File: config.mk
export PLATFORM = sky130hd
export DESIGN_NAME = adc_frame_serializer
export DESIGN_NICKNAME = d
export VERILOG_FILES = /design/src/rtl/adc_link_pkg.sv /design/src/rtl/adc_frame_serializer_fifo.sv /design/src/rtl/adc_frame_serializer.sv
export SDC_FILE = /design/constraint.sdc
export NUM_CORES = 1
export LEC_CHECK = 0
export ABC_AREA = 1
export BUFFER_PORTS_ARGS = -buffer_cell sky130_fd_sc_hd__buf_4
export CORE_MARGIN = 4
export CORE_UTILIZATION = 62
export CTS_BUF_LIST = sky130_fd_sc_hd__clkbuf_8
export DETAILED_ROUTE_END_ITERATION = 6
export GPL_TIMING_DRIVEN = 0
export PLACE_DENSITY_LB_ADDON = 0.2
export SYNTH_ARGS = -nofsm -noshare
export SYNTH_HDL_FRONTEND = slang
export SYNTH_HIERARCHICAL = 1
export SYNTH_SLANG_ARGS = --single-unit
File: constraint.sdc
create_clock -name clk_50M -period 2.6 [get_ports clk_50M]
set_input_delay 0.78 -clock clk_50M [delete_from_list [all_inputs] [get_ports clk_50M]]
set_output_delay 0.78 -clock clk_50M [all_outputs]
set_load 0.05 [all_outputs]
File: src/rtl/adc_link_pkg.sv
// Shared constants and serializer state encoding for the ADC row link.
// Imported by the frame serializer and its bench.
package adc_link_pkg;

    localparam int BITS_ADC    = 12;
    localparam int FRAME_WORDS = 32;
    localparam int SOF_BIT     = 12;

    typedef enum logic {
        IDLE  = 1'b0,
        SHIFT = 1'b1
    } ser_state_t;

endpackage

File: src/rtl/adc_frame_serializer_fifo.sv
// Single-clock FIFO with show-ahead read data.
// Accepts a push while full when a pop happens in the same cycle.
module sync_fifo #(
    parameter int WIDTH = 13,
    parameter int DEPTH = 8
) (
    input  logic                     clk,
    input  logic                     rst_n,
    input  logic                     push,
    input  logic                     pop,
    input  logic [WIDTH-1:0]         wdata,
    output logic [WIDTH-1:0]         rdata,
    output logic [$clog2(DEPTH):0]   level,
    output logic                     full,
    output logic                     empty
);

    localparam int AW = $clog2(DEPTH);
    localparam logic [AW:0] FULL_CNT = (AW + 1)'(DEPTH);

    logic [WIDTH-1:0] mem [DEPTH];
    logic [AW-1:0]    wr_ptr;
    logic [AW-1:0]    rd_ptr;
    logic [AW:0]      count;
    logic             wr_en;
    logic             rd_en;

    assign full  = (count == FULL_CNT);
    assign empty = (count == '0);
    assign level = count;
    assign rdata = mem[rd_ptr];
    assign rd_en = pop && !empty;
    assign wr_en = push && (!full || rd_en);

    // Storage array; contents are don't-care while the count says empty
    always_ff @(posedge clk) begin
        if (wr_en) begin
            mem[wr_ptr] <= wdata;
        end
    end

    // Pointers and occupancy
    always_ff @(posedge clk) begin
        if (!rst_n) begin
            wr_ptr <= '0;
            rd_ptr <= '0;
            count  <= '0;
        end else begin
            if (wr_en) begin
                wr_ptr <= wr_ptr + 1'b1;
            end
            if (rd_en) begin
                rd_ptr <= rd_ptr + 1'b1;
            end
            unique case ({wr_en, rd_en})
                2'b10:   count <= count + 1'b1;
                2'b01:   count <= count - 1'b1;
                default: count <= count;
            endcase
        end
    end

endmodule

File: src/rtl/adc_frame_serializer.sv
// Buffers strobed ADC words and shifts them out 12 bits MSB first,
// tracking 32-word frame alignment on the read side.
module adc_frame_serializer
    import adc_link_pkg::*;
#(
    parameter int BITS_ADC    = adc_link_pkg::BITS_ADC,
    parameter int FIFO_DEPTH  = 8,
    parameter int FRAME_WORDS = adc_link_pkg::FRAME_WORDS
) (
    input  logic                        clk_50M,
    input  logic                        rst_n,
    input  logic [BITS_ADC:0]           p_data,
    input  logic                        p_strobe,
    output logic                        s_data,
    output logic                        data_valid,
    output logic                        frame_done,
    output logic                        frame_err,
    output logic                        overflow,
    output logic [$clog2(FIFO_DEPTH):0] fifo_level
);

    localparam int IW = $clog2(FRAME_WORDS);
    localparam int CW = $clog2(BITS_ADC);
    localparam logic [CW-1:0] LAST_BIT = CW'(BITS_ADC - 1);
    localparam logic [IW-1:0] LAST_IDX = IW'(FRAME_WORDS - 1);

    logic [BITS_ADC:0]   fifo_rdata;
    logic                fifo_full;
    logic                fifo_empty;
    logic                push;
    logic                pop;
    logic                want;
    logic                drop;
    logic                in_sync;
    logic                sof_in;
    logic                sof_out;

    ser_state_t          state;
    ser_state_t          state_nxt;
    logic [BITS_ADC-1:0] shifter;
    logic [CW-1:0]       bit_cnt;
    logic [IW-1:0]       rd_idx;
    logic [IW-1:0]       idx_base;
    logic [IW-1:0]       idx_next;
    logic                cur_last;
    logic                done_pend;
    logic                last_bit;
    logic                load;
    logic                err;

    assign sof_in  = p_data[SOF_BIT];
    assign sof_out = fifo_rdata[SOF_BIT];

    // A word is wanted once aligned, or when it is itself a SOF
    assign want = p_strobe && (in_sync || sof_in);
    assign push = want && (!fifo_full || pop);
    assign drop = want && fifo_full && !pop;

    sync_fifo #(
        .WIDTH (BITS_ADC + 1),
        .DEPTH (FIFO_DEPTH)
    ) u_fifo (
        .clk   (clk_50M),
        .rst_n (rst_n),
        .push  (push),
        .pop   (pop),
        .wdata (p_data),
        .rdata (fifo_rdata),
        .level (fifo_level),
        .full  (fifo_full),
        .empty (fifo_empty)
    );

    // Write-side alignment and sticky overflow; a drop forces a resync
    always_ff @(posedge clk_50M) begin
        if (!rst_n) begin
            in_sync  <= 1'b0;
            overflow <= 1'b0;
        end else if (drop) begin
            in_sync  <= 1'b0;
            overflow <= 1'b1;
        end else if (push && sof_in) begin
            in_sync  <= 1'b1;
        end
    end

    // Serializer state register
    always_ff @(posedge clk_50M) begin
        if (!rst_n) begin
            state <= IDLE;
        end else begin
            state <= state_nxt;
        end
    end

    // Pop/load decisions and frame-index bookkeeping for the next state
    always_comb begin
        pop       = 1'b0;
        load      = 1'b0;
        err       = 1'b0;
        idx_base  = rd_idx;
        state_nxt = state;
        last_bit  = (state == SHIFT) && (bit_cnt == LAST_BIT);
        unique case (state)
            IDLE:  pop = !fifo_empty && !done_pend;
            SHIFT: pop = !fifo_empty && last_bit;
        endcase
        if (sof_out) begin
            idx_base = '0;
        end
        if (pop) begin
            if (!sof_out && rd_idx == '0) begin
                err = 1'b1;
            end else begin
                load = 1'b1;
                err  = sof_out && (rd_idx != '0);
            end
        end
        if (load) begin
            state_nxt = SHIFT;
        end else if (last_bit) begin
            state_nxt = IDLE;
        end
    end

    assign idx_next = (idx_base == LAST_IDX) ? '0 : idx_base + 1'b1;

    // Shifter, bit counter, frame index and registered link outputs
    always_ff @(posedge clk_50M) begin
        if (!rst_n) begin
            shifter    <= '0;
            bit_cnt    <= '0;
            rd_idx     <= '0;
            cur_last   <= 1'b0;
            done_pend  <= 1'b0;
            s_data     <= 1'b0;
            data_valid <= 1'b0;
            frame_done <= 1'b0;
            frame_err  <= 1'b0;
        end else begin
            s_data     <= (state == SHIFT) && shifter[BITS_ADC-1];
            data_valid <= (state == SHIFT);
            frame_err  <= err;
            done_pend  <= last_bit && cur_last;
            frame_done <= done_pend;
            if (load) begin
                shifter  <= fifo_rdata[BITS_ADC-1:0];
                bit_cnt  <= '0;
                rd_idx   <= idx_next;
                cur_last <= (idx_base == LAST_IDX);
            end else if (state == SHIFT) begin
                shifter  <= {shifter[BITS_ADC-2:0], 1'b0};
                bit_cnt  <= bit_cnt + 1'b1;
            end
        end
    end

endmodule

=== Yosys cells after proc, flatten, opt, wreduce, memory -nomap -nowiden ===
Memory sizes are Yosys's and may differ from the RTL's. A register that Yosys moved wholly into a read port is not among the register bits.
Cells that the tools add are included.

* Bits in registers: 40
* Memory bits (writable): 104
* Output and inout bits: 9
* Logic and storage cells: 75
* Memories kept: 1

* $add $sub $neg: 6
* Equal/unequal tests: 5
* Multiplexer cells: 15
* Bitwise operators: 2
* Reductions and logical operators: 31

{| class="wikitable"
|+ Memories
! name !! words !! bits a word !! read ports !! clocked after Yosys merged registers in !! wr ports !! RTL line !! RTL
|-
| u_fifo.mem || 8 || 13 || 1 || 1 || 1 || adc_frame_serializer_fifo.sv:21 || <nowiki>logic [WIDTH-1:0] mem [DEPTH];</nowiki>
|}

{| class="wikitable"
|+ Operators by type and width
! operator !! number
|-
| $mux 12 || 2
|-
| $logic_and 1x1->1 || 14
|-
| $mux 5 || 2
|-
| $add 4x1->4 const B || 2
|-
| $eq 4x4->1 const B || 2
|-
| $pmux 4 s2 || 1
|-
| $mux 1 || 7
|-
| $add 3x1->3 const B || 2
|-
| $mux 3 || 2
|-
| $reduce_bool 2->1 || 3
|-
| $add 5x1->5 const B || 1
|-
| $eq 5x5->1 const B || 1
|-
| $logic_not 1->1 || 5
|-
| $logic_not 5->1 || 1
|-
| $reduce_bool 5->1 || 1
|-
| $logic_not 4->1 || 1
|-
| $reduce_or 2->1 || 2
|-
| $sub 4x1->4 const B || 1
|-
| $logic_or 1x1->1 || 3
|-
| $eq 2x1->1 const B || 1
|-
| $eq 2x2->1 const B || 1
|-
| $not 1->1 || 2
|-
| $pmux 1 s2 || 1
|-
| $reduce_and 2->1 || 1
|}

=== Depth between registers and ports, before layout ===
Gate-level depths: netlist of run 1.

* Depth in word-level cells: 9
* Mapped depth: 19
* Depth with buffers taken out: 19

=== Modules after synthesis ===
The synthesis of run 1 kept the hierarchy.

{| class="wikitable"
|+ Modules (own cells, without submodules)
! module !! instances !! cells each !! area each (µm²)
|-
| sync_fifo || 1 || 361 || 4,770.8
|-
| adc_frame_serializer || 1 || 227 || 1,517.7
|}

=== Worst setup path after synthesis of run 1 ===
No wires, ideal clock.

* Path type: reg2reg
* Start point: reg u_fifo.count[2] (netlist: u_fifo/level[2])
* End point: mem u_fifo.mem[0][0] (enable)
* Data arrival time: 2.291 ns
* Required time: 2.218 ns
* Setup slack: -0.074 ns
* Cell stages (with the launch flop): 13
* Buffers on the path: 0
* Period minus slack after synthesis: 2.674 ns
* Cell sequence: dfxtp_1 -> nor2_2 -> nand2_4 -> inv_1 -> inv_1 -> nand2_1 -> inv_1 -> inv_2 -> nand4_1 -> nand2_2 -> inv_2 -> nand2_1 -> nor2_1

* Word-level cells in the longest chain between the ends: 9
* Elaborated cells on any way between the ends: 14

{| class="wikitable"
|+ Ends and longest elaborated chain
! what !! RTL line !! RTL
|-
| from (decl) || adc_frame_serializer_fifo.sv:24 || <nowiki>logic [AW:0] count;</nowiki>
|-
| from (signal assigned) || adc_frame_serializer_fifo.sv:56 || <nowiki>2'b10: count <= count + 1'b1;</nowiki>
|-
| from (signal assigned) || adc_frame_serializer_fifo.sv:57 || <nowiki>2'b01: count <= count - 1'b1;</nowiki>
|-
| from (signal assigned) || adc_frame_serializer_fifo.sv:58 || <nowiki>default: count <= count;</nowiki>
|-
| $logic_not 4->1 (*) || adc_frame_serializer_fifo.sv:29 || <nowiki>assign empty = (count == '0);</nowiki>
|-
| net fifo_empty || adc_frame_serializer.sv:29 || <nowiki>logic fifo_empty;</nowiki>
|-
| $logic_not 1->1 (*) || adc_frame_serializer.sv:105, adc_frame_serializer.sv:106 ||
|-
| $logic_and 1x1->1, on equally long branches || adc_frame_serializer.sv:106, adc_frame_serializer.sv:105 ||
|-
| $pmux 1 s2 (*) || adc_frame_serializer.sv:104 || <nowiki>unique case (state)</nowiki>
|-
| net pop || adc_frame_serializer.sv:31 || <nowiki>logic pop;</nowiki>
|-
| $logic_or 1x1->1 or $logic_and 1x1->1 (tied branches) || adc_frame_serializer.sv:56, adc_frame_serializer_fifo.sv:32 ||
|-
| $logic_and 1x1->1 or $logic_or 1x1->1 (tied branches) || adc_frame_serializer.sv:56, adc_frame_serializer_fifo.sv:33 ||
|-
| $logic_and 1x1->1 (*) || adc_frame_serializer_fifo.sv:33 || <nowiki>assign wr_en = push && (!full || rd_en);</nowiki>
|-
| $mux 1 (*) || adc_frame_serializer_fifo.sv:37 || <nowiki>if (wr_en) begin</nowiki>
|-
| $mux 1 (implied by the code) (*) || adc_frame_serializer_fifo.sv:38 || <nowiki>mem[wr_ptr] <= wdata;</nowiki>
|-
| to (decl) || adc_frame_serializer_fifo.sv:21 ||
|}

Mark *: on every way through the listed nets, which the timed path passes. The rest lies on a longest branch.

==> results of run 1 <==
-- layout make-up --
class,instances,area [um^2]
Sequential cell,147,3990
Fill cell,666,2500
Multi-Input combinational cell,351,1950
Timing Repair Buffer,32,340
Inverter,65,250
Clock buffer,17,234
Clock inverter,15,191
Buffer,25,190
Tap cell,133,166
-- routing by layer --
layer	share of wire, %	vias to the layer above	track usage, %
met5	0	-	0
met4	2.0	0	7.39
met3	7.2	29	6.34
met2	51	199	38.9
met1	40	2098	30.1
li1	-	2114	-
-- power by group --
group          total, mW  internal, mW  switching [mW]
sequential          2.94          2.78           0.158
combinational       2.84         0.992            1.84
clock               1.89         0.977           0.913
-- worst min-delay path: stages (launching register included) --
cell,delay [ns]
dfxtp_1,0.32
inv_1,0.05
nor2_1,0.03
-- through the flow --
stage	hold slack [ns]	total power [mW]	TNS (ns)	setup WS, ns
finish	0.439	7.66	0	0.111
CTS	0.439	7.50	-5.97	-0.156
floorplan	0.407	4.95	-7.52	-0.0735
detailed placement	0.427	5.62	-45.78	-0.498
global route	0.464	8.11	-0.0853	-0.0632
global placement	0.423	5.52	-38.40	-0.407
-- worst min path at each step --
stage                     cells after the start  slack, ns        start         end
after global placement                        2       0.42    done_pend  frame_done
after detailed placement                      2       0.43  shifter[11]      s_data
after CTS                                     2       0.44  shifter[11]      s_data
final                                         2       0.44  shifter[11]      s_data
after global routing                          2       0.46  shifter[11]      s_data
after floorplan                               2       0.41    done_pend  frame_done
-- cells in the mapped netlist (all sizes together) --
cell    number
a21oi       20
a31oi        2
and3         1
buf         17
clkbuf       8
clkinv       1
dfxtp       43
edfxtp     104
fa           1
ha           8
inv         64
mux2i       26
nand2      132
nand3       25
nand4       14
nor2        55
nor3         3
o21a         1
o21ai       33
o22ai       26
xnor2        1
xor2         3
-- logic make-up (layout without fill, tap and decap cells) --
family / count (synthesis) / count (layout) / synth area share [%]
DFF: 147 / 147 / 63.4
AOI/OAI and AO/OA: 82 / 82 / 7.24
buffers and inverters: 90 / 154 / 6.88
xor gates and xnor gates: 4 / 4 / 0.557
adders and majority gates: 9 / 9 / 1.91
muxes: 26 / 26 / 4.14
and+or+nand+nor: 230 / 230 / 15.9
-- timing repair --
action / 4_1_cts / 5_1_grt
setup buffers: 0 / 8
pin swaps: 0 / 8
endpoints found under the setup margin: 104 / 120
gates resized for setup: 12 / 22
-- sequential cells by signal, summed over array words and instances (netlist names), 3 cells and up, named ones only --
name	flops
u_fifo/mem	104
shifter	12
rd_idx	5
bit_cnt	4
u_fifo/level	4
u_fifo/rd_ptr	3
u_fifo/wr_ptr	3
==> out/results.ini, run 1 <==
[sta]
fin_skew_ns = 0.0122
clock.fmax_mhz = 402
period_needed_ns = 2.49
slew_viol_final = 0
setup_violations = 0
hold_violations = 0
tightest_slew_ns = 0.599
period_share_pct = 95.7
relSlewSlack_pct = 60.0

[cts]
cts.sinks = 147
clk_pin_slew_ns = 0.09
clk_root_buffer_cell = clkbuf_8
htree_levels = 4
clk_latency_ns = 0.44
clock_path_buffers = 2
cts_made_buffers = 17
cts_tree = yes
cts-hold-fix-buffers = 0

[yosys]
ys_seq_elements = 147
synth.yosys.seq_area_share_pct = 63.4
yosys_warnings = 6
yosysUniqueCellTypes = 36
postSynthAreaPerCell_um2 = 10.7
yosysTopAreaCell = edfxtp_1
syn-instance-count = 588
synth_top_area_share_pct = 49.7
netlist_area_um2 = 6290
synth_fp_nets = 613
netlist_top_cells_area = edfxtp_1, dfxtp_1, nand2_1

[grt]
grt_pass1_vias = 4077
grt_start_max_net_pins = 17
grt_overflow = 0
antenna_found_initial = 0
grt_pass1_wl_mm = 20.4
grtUsageTotal_pct = 23.4

[route]
routed-via-count = 4440
wl_mm = 13.7
wl_per_cell_um = 17.5
drc = 0
drt-vias-per-instance = 5.66
ant_nets = 0
first_pass_iters = 5
drt_iter0_drc = 469

[cells_and_area]
syn2layout_area_growth_pct = 16.3
postLayoutCellArea_um2 = 7320
final_core_utilization_pct = 74.5
layout_commonest_cell = nand2_1
stdcell_count = 785
final_layout_size_suffix_gt1_share_pct = 18.4
n_antenna_cell = 0
nets = 664
layout_common_cells = nand2_1, edfxtp_1, inv_1, nor2_1, dfxtp_1

[floorplanning]
die_w_um = 109
rows = 36
core_um2 = 9820
die-height_um = 109
die_area_um2 = 11800
ioPinCount = 25
initial_core_util_pct = 64.0

[place]
hpwl_mm = 8.16
port_buffers = 24
placed_area_um2 = 6640
globalplace.congestion = 0.881
dp_cells = 745

[setup_path]
cp.required_ns = 2.93
cpMostUsedCell = nand2_1
crit_end = shifter[3]
critPathTopFamily = buffers and inverters
crit_fanout = 10
critPathArrivalTime_ns = 2.82
timing_worst_setup_path_type = flop to flop
crit_buf_inv = 7
startpoint_type = flop
crit_cells = 16
ff2ff_path_depth = 16
r2r-end = shifter[3]
r2r_slack_ns = 0.11
path_cells = buf_6, inv_6, buf_4, nor2_1, o22ai_1, nand2_1, nand2_1, inv_1, ha_1, inv_1, a31oi_2, clkbuf_4, nand2_1, nand3_1, nand2_1, inv_1
critPathCaptureType = flop
max_stage_delay_ns = 0.33
slowest_stage = dfxtp_1

[outcome]
outcome = complete, no violations

[hold_path]
hp-class = flop to flop

[power_and_ir_drop]
ir_worst_vdd_mv = 0.709
powerDensity_nw_per_um2 = 1050
p_leak_nw = 2.90

[job]
cap_viol_max_count = 0

(Power assumes the default switching activity.)
==> inputs of run 2 (changes only) <==
--- a/config.mk
+++ b/config.mk
@@ -13,6 +13,7 @@
 export DETAILED_ROUTE_END_ITERATION = 6
 export GPL_TIMING_DRIVEN = 0
 export PLACE_DENSITY_LB_ADDON = 0.2
+export RECOVER_POWER = 50
 export SYNTH_ARGS = -nofsm -noshare
 export SYNTH_HDL_FRONTEND = slang
 export SYNTH_HIERARCHICAL = 1
==> run 2 against run 1 <==
Wire length increased by 0.22%. Register-to-register slack about the same. Hold slack improved by 0.0019 ns. Die area unchanged. Non-clock buffer count unchanged. Critical path depth unchanged. Clock power about the same. Design area decreased by 1.4%. First-iteration DRC count increased by 14%. Clock skew about the same. Maximum frequency increased by 0.29%. Sequential power about the same. Largest cell class unchanged.
==> out/results.ini, run 2 (synthesis results as in run 1) <==
[cts]
cts-hold-fix-buffers = 0  ; unchanged
clock_path_buffers = 2  ; unchanged
clk_root_buffer_cell = clkbuf_8
cts_tree = yes
clk_pin_slew_ns = 0.09  ; about the same
clk_latency_ns = 0.44  ; about the same
cts_made_buffers = 17  ; unchanged
cts.sinks = 147  ; unchanged
htree_levels = 4  ; unchanged

[place]
hpwl_mm = 8.16  ; unchanged
globalplace.congestion = 0.881  ; unchanged
dp_cells = 745  ; unchanged
dp_slack_ns = -0.498  ; unchanged
placed_area_um2 = 6640  ; unchanged
port_buffers = 24  ; unchanged

[sta]
setup_ws_ns = 0.118  ; +0.00723 ns
period_share_pct = 95.5  ; -0.28 points
holdWs_ns = 0.441  ; +0.00185 ns
setup_violations = 0  ; unchanged
slew_viol_final = 0  ; unchanged
period_needed_ns = 2.48  ; -0.00723 ns
fin_skew_ns = 0.0124  ; +0.000185 ns
relSlewSlack_pct = 57.3  ; -2.7 points
hold_violations = 0  ; unchanged
clock.fmax_mhz = 403  ; +0.29%
tightest_slew_ns = 0.643  ; +0.0437 ns

[floorplanning]
die-height_um = 109  ; unchanged
die_area_um2 = 11800  ; unchanged
core_um2 = 9820  ; unchanged
die_w_um = 109  ; unchanged
rows = 36  ; unchanged
initial_core_util_pct = 64.0  ; unchanged
ioPinCount = 25  ; unchanged

[power_and_ir_drop]
p_total_mw = 7.60  ; -0.84%
powerDensity_nw_per_um2 = 1050  ; +0.56%
p_leak_nw = 2.81  ; -3.3%
p_int_mw = 4.70  ; -1.0%
netSwitchingFraction_pct = 38.2  ; +0.13 points
p_switching_mw = 2.90  ; -0.50%
clkPwrFrac_pct = 24.9  ; +0.2 points
ir_worst_vdd_mv = 0.707  ; -0.20%
pwr-share-seq_pct = 38.6  ; +0.3 points
combPwrFrac_pct = 36.5  ; -0.5 points

[grt]
grt_overflow = 0  ; unchanged
grt_pass1_vias = 4077  ; unchanged
grtUsageTotal_pct = 23.4  ; unchanged
grt_pass1_wl_mm = 20.4  ; unchanged
grt_start_max_net_pins = 17  ; unchanged
antenna_found_initial = 0  ; unchanged

[cells_and_area]
final_layout_size_suffix_gt1_share_pct = 14.4  ; -4.0 points
n_antenna_cell = 0  ; unchanged
stdcell_count = 785  ; unchanged
syn2layout_area_growth_pct = 14.7
layout_common_cells = nand2_1, edfxtp_1, inv_1, nor2_1, dfxtp_1
top_regs = u_fifo/mem (104), shifter (12), rd_idx (5)
top_register = u_fifo/mem
layout_commonest_cell = nand2_1
fill_cells = 691  ; +3.8%
nets = 664  ; unchanged
largest_reg_flops = 104  ; unchanged
postLayoutCellArea_um2 = 7210  ; -1.4%

[setup_path]
startpoint_type = flop
critPathCaptureType = flop
timing_worst_setup_path_type = flop to flop
r2r_slack_ns = 0.12  ; about the same
ff2ff_path_depth = 16  ; unchanged
cp.required_ns = 2.93  ; about the same
critPathArrivalTime_ns = 2.81  ; about the same
r2r-end = shifter[3]
crit_fanout = 10  ; unchanged
crit_end = shifter[3]

[route]
routed-via-count = 4449  ; +0.20%
drt_iter0_drc = 533  ; +14%
wl_mm = 13.7  ; +0.22%
wl_per_cell_um = 17.5  ; +0.22%
ant_nets = 0  ; unchanged
drt-vias-per-instance = 5.67  ; +0.20%
drc = 0  ; unchanged
first_pass_iters = 5  ; unchanged

[hold_path]
hp-class = flop to flop

[outcome]
outcome = complete, no violations

[job]
cap_viol_max_count = 0  ; unchanged

## run 2: worst min-delay path by stage
| stage | startpoint | endpoint | slack [ns] | cells past startpoint |
|---|---|---|---|---|
| 2_1_floorplan | done_pend | frame_done | 0.41 | 2 |
| 3_3_place_gp | done_pend | frame_done | 0.42 | 2 |
| 3_5_place_dp | shifter[11] | s_data | 0.43 | 2 |
| 4_1_cts | shifter[11] | s_data | 0.44 | 2 |
| 5_1_grt | shifter[11] | s_data | 0.46 | 2 |
| 6_report | shifter[11] | s_data | 0.44 | 2 |
## run 2: routing by layer
metal	vias to the layer above	global-route usage [%]	share of wire, %
li1	2113	-	-
met2	208	38.9	52
met5	-	0	0
met1	2103	30.1	39
met4	0	7.39	2.0
met3	25	6.34	7.0
## run 2: critical path, cell delays in order, from the launching register on
cell      delay, ns
dfxtp_1        0.33
buf_6          0.16
inv_6          0.10
buf_4          0.19
nor2_1         0.05
o22ai_1        0.17
nand2_1        0.09
nand2_1        0.19
inv_1          0.09
ha_1           0.20
inv_1          0.17
a31oi_2        0.14
clkbuf_4       0.20
nand2_1        0.10
nand3_1        0.10
nand2_1        0.07
inv_1          0.04
## run 2: timing repair
action	in CTS	in global routing
pin swaps	0	8
gates resized for setup	12	22
setup buffers	0	8
setup endpoints to repair	104	120
gates cloned	0	0
## run 2: power by group through the flow
stage          Sequential (mW)  Combinational, mW  Clock [mW]
6_report                  2.93               2.77        1.89
5_1_grt                   2.96               3.05        2.03
4_1_cts                   2.92               2.68        1.90
3_5_place_dp              2.97               2.65           0
3_3_place_gp              2.96               2.56           0
2_1_floorplan             3.06               1.89           0
## run 2: cell type report
cell class	instances	area (um^2)	area share, %
plain buffers	25	190	2.64
clock buffers	17	234	3.24
clock inverters	15	191	2.65
inverters	65	250	3.47
multi-input cells	351	1940	26.9
flip-flops and latches	147	3990	55.3
well taps	133	166	2.31
repair buffers	32	254	3.52
## run 2: through the flow
step | TNS (ns) | util, %
after floorplan | -7.52 | -
after global placement | -38.40 | 67.6
after detailed placement | -45.78 | 67.6
after CTS | -5.97 | 72.3
after global routing | -0.0959 | 73.5
final | 0 | 73.5
==> inputs of run 3 (changes only) <==
--- a/config.mk
+++ b/config.mk
@@ -16,5 +16,4 @@
 export RECOVER_POWER = 50
 export SYNTH_ARGS = -nofsm -noshare
 export SYNTH_HDL_FRONTEND = slang
-export SYNTH_HIERARCHICAL = 1
 export SYNTH_SLANG_ARGS = --single-unit
==> run 3 against run 2 <==
Largest cell class unchanged. Global-route usage about the same. Sequential share of layout area decreased by 0.19 points. Sequential power decreased by 2%. Critical endpoint is now u_fifo.mem[7][4]. Core utilization decreased by 3.1 points. Register-to-register slack about the same. Highest routed layer unchanged. Area after synthesis increased by 3.4%. Maximum frequency increased by 0.56%. Via count increased by 5.6%.
==> out/results.ini, run 3 <==
[sta]
period_needed_ns = 2.47  ; -0.0137 ns
clock.fmax_mhz = 405  ; +0.56%
tightest_slew_ns = 0.940  ; +0.297 ns
hold_violations = 0  ; unchanged
fin_skew_ns = 0.0105  ; -0.00184 ns
slew_viol_final = 0  ; unchanged
period_share_pct = 94.9  ; -0.53 points
setup_ws_ns = 0.132  ; +0.0137 ns
relSlewSlack_pct = 37.3  ; -20 points
setup_violations = 0  ; unchanged

[power_and_ir_drop]
powerDensity_nw_per_um2 = 966  ; -8.3%
p_leak_nw = 3.25  ; +16%
ir_worst_vdd_mv = 0.720  ; +1.8%

[place]
globalplace.congestion = 0.786  ; -11%
port_buffers = 24  ; unchanged
hpwl_mm = 8.82  ; +8.2%
placed_area_um2 = 6850  ; +3.3%
dp_slack_ns = -0.320  ; +0.178 ns

[yosys]
yosysUniqueCellTypes = 36  ; unchanged
synth.yosys.seq_area_share_pct = 61.3  ; -2.1 points
synth_top_area_share_pct = 48.0  ; -1.6 points
yosysTopAreaCell = edfxtp_1
synth_fp_nets = 731  ; +19%
synth_ff_type = edfxtp_1
yosys.cell_count.top_type = nand2_1
postSynthAreaPerCell_um2 = 9.23  ; -14%
ys_seq_elements = 147  ; unchanged
netlist_top_cells_area = edfxtp_1, dfxtp_1, nand2_1
ys_top_cells_by_count = nand2_1, inv_1, edfxtp_1, nand3_1, dfxtp_1
syn-instance-count = 705  ; +20%
async_reset_ff_share_pct = 0  ; unchanged
yosys_warnings = 0  ; -6
netlist_area_um2 = 6500  ; +3.4%
synth_edf_count = 104  ; unchanged

[floorplanning]
rows = 37  ; +2.8%
die_area_um2 = 12200  ; +3.2%
ioPinCount = 25  ; unchanged
core_um2 = 10300  ; +4.7%
die_w_um = 110  ; +1.6%
die-height_um = 110  ; +1.6%
initial_core_util_pct = 63.3  ; -0.76 points

[cells_and_area]
layout_common_cells = nand2_1, inv_1, edfxtp_1, nand3_1, dfxtp_1
final_layout_size_suffix_gt1_share_pct = 11.5  ; -2.9 points
regArea_um2 = 3980  ; -0.13%
top_regs = u_fifo.mem (104), shifter (12), rd_idx (5)
top_register = u_fifo.mem
postLayoutCellArea_um2 = 7230  ; +0.23%
largest_reg_flops = 104  ; unchanged
nets = 777  ; +17%
layout_commonest_cell = nand2_1
syn2layout_area_growth_pct = 11.2
n_antenna_cell = 0  ; unchanged
multi_input_area_um2 = 1900  ; -2.0%
fill_cells = 799  ; +16%

[cts]
clk_pin_slew_ns = 0.08  ; about the same
cts.sinks = 147  ; unchanged
clk_root_buffer_cell = clkbuf_8
htree_levels = 4  ; unchanged
cts-hold-fix-buffers = 0  ; unchanged
cts_tree = yes
clk_latency_ns = 0.44  ; about the same
clock_path_buffers = 2  ; unchanged
cts_made_buffers = 17  ; unchanged

[setup_path]
slowest_stage = nor2_2
cp.required_ns = 2.66  ; -0.27 ns
path_cells = ha_2, nand4_1, nand2_2, nand2_4, nand2_4, nand2_4, inv_2, nand2_2, nor2_2
timing_worst_setup_path_type = flop to flop
max_stage_delay_ns = 0.74  ; +0.41 ns
crit_fanout = 13  ; +3
startpoint_type = flop
critPathCaptureType = flop
critPathArrivalTime_ns = 2.53  ; -0.28 ns
cpMostUsedCell = nand2_4

[hold_path]
hp-class = flop to flop

[route]
ant_nets = 0  ; unchanged
wl_mm = 13.4  ; -2.2%
routed-via-count = 4697  ; +5.6%
wl_per_cell_um = 15.0  ; -15%
first_pass_iters = 5  ; unchanged
drt-vias-per-instance = 5.22  ; -7.8%
drc = 0  ; unchanged
drt_iter0_drc = 371  ; -30%

[grt]
grt_pass1_vias = 4761  ; +17%
grt_start_max_net_pins = 17  ; unchanged
grtUsageTotal_pct = 23.4  ; -0.047 points
grt_pass1_wl_mm = 22.3  ; +9.5%
antenna_found_initial = 0  ; unchanged
grt_overflow = 0  ; unchanged

[job]
cap_viol_max_count = 0  ; unchanged

[outcome]
outcome = complete, no violations

-- run 3: changes by cell type after synthesis, sizes merged, moves of 4 or more --
cell,previous run,this run
o22ai,26,4
nand2,132,215
a21oi,20,11
nand3,25,95
inv,64,133
buf,17,22
o21ai,33,13
nor2,55,35
clkbuf,8,4
nand4,14,2
mux2i,26,0
-- run 3: area by class of cell --
type                    instances  share of cell area (%)
repair buffers                 27                    2.08
multi-input cells             398                    26.3
well taps                     136                    2.35
clock buffers                  17                    3.24
inverters                     134                    6.99
clock inverters                14                    1.96
flip-flops and latches        147                    55.1
plain buffers                  26                    2.01
-- run 3: repair_timing --
action                                  4_1_cts  5_1_grt
pin swaps                                     0        2
gates resized for setup                       4        4
setup buffers                                 0        3
endpoints found under the setup margin       52      105
-- run 3: through the flow --
stage               utilization, %  hold WS (ns)  std cells  setup TNS, ns  total power, mW
floorplan                        -         0.406        705              0             4.66
global placement              66.7         0.428        865         -11.80             5.20
detailed placement            66.7         0.424        865         -14.07             5.30
CTS                           70.4         0.435        896              0             6.95
global route                  70.4         0.448        899         -0.190             7.45
finish                        70.4         0.439        899              0             6.99
-- run 3: power by group --
| group | leakage (nW) | internal (mW) | switching (mW) |
|---|---|---|---|
| sequential | 1.29 | 2.74 | 0.124 |
| clock | 0.175 | 0.838 | 0.843 |
| combinational | 1.79 | 0.808 | 1.63 |
| total | 3.25 | 4.39 | 2.60 |
-- run 3: cell families after synthesis --
group,share of synthesized area [%]
simple gates,23.8
buf+inv,10.0
flops,61.3
compound gates,2.35
fa+ha+maj,2.04
xor+xnor,0.539
-- run 3: path summary, 6_finish.rpt --
kind / slack [ns] / cells past startpoint / from / endpoint
worst max-delay path: 0.13 / 9 / bit_cnt[0] / u_fifo.mem[7][4]
worst min-delay path: 0.44 / 2 / shifter[11] / s_data
worst max register to register: 0.13 / 9 / bit_cnt[0] / u_fifo.mem[7][4]
worst min register to register: 0.44 / 2 / shifter[11] / s_data
-- run 3: layer usage --
metal	global-route usage [%]	up-vias	wire length [um]
met5	0	-	0
met4	9.20	0	304
li1	-	2321	-
met3	6.19	31	983
met1	28.6	2176	5530
met2	39.5	169	6630
-- run 3: critical path: cells and delay by family (launching register included) --
family | cells | cell delay [ns]
adders and majority gates | 1 | 0.21
buffers and inverters | 1 | 0.09
DFF | 1 | 0.37
and+or+nand+nor | 7 | 1.41
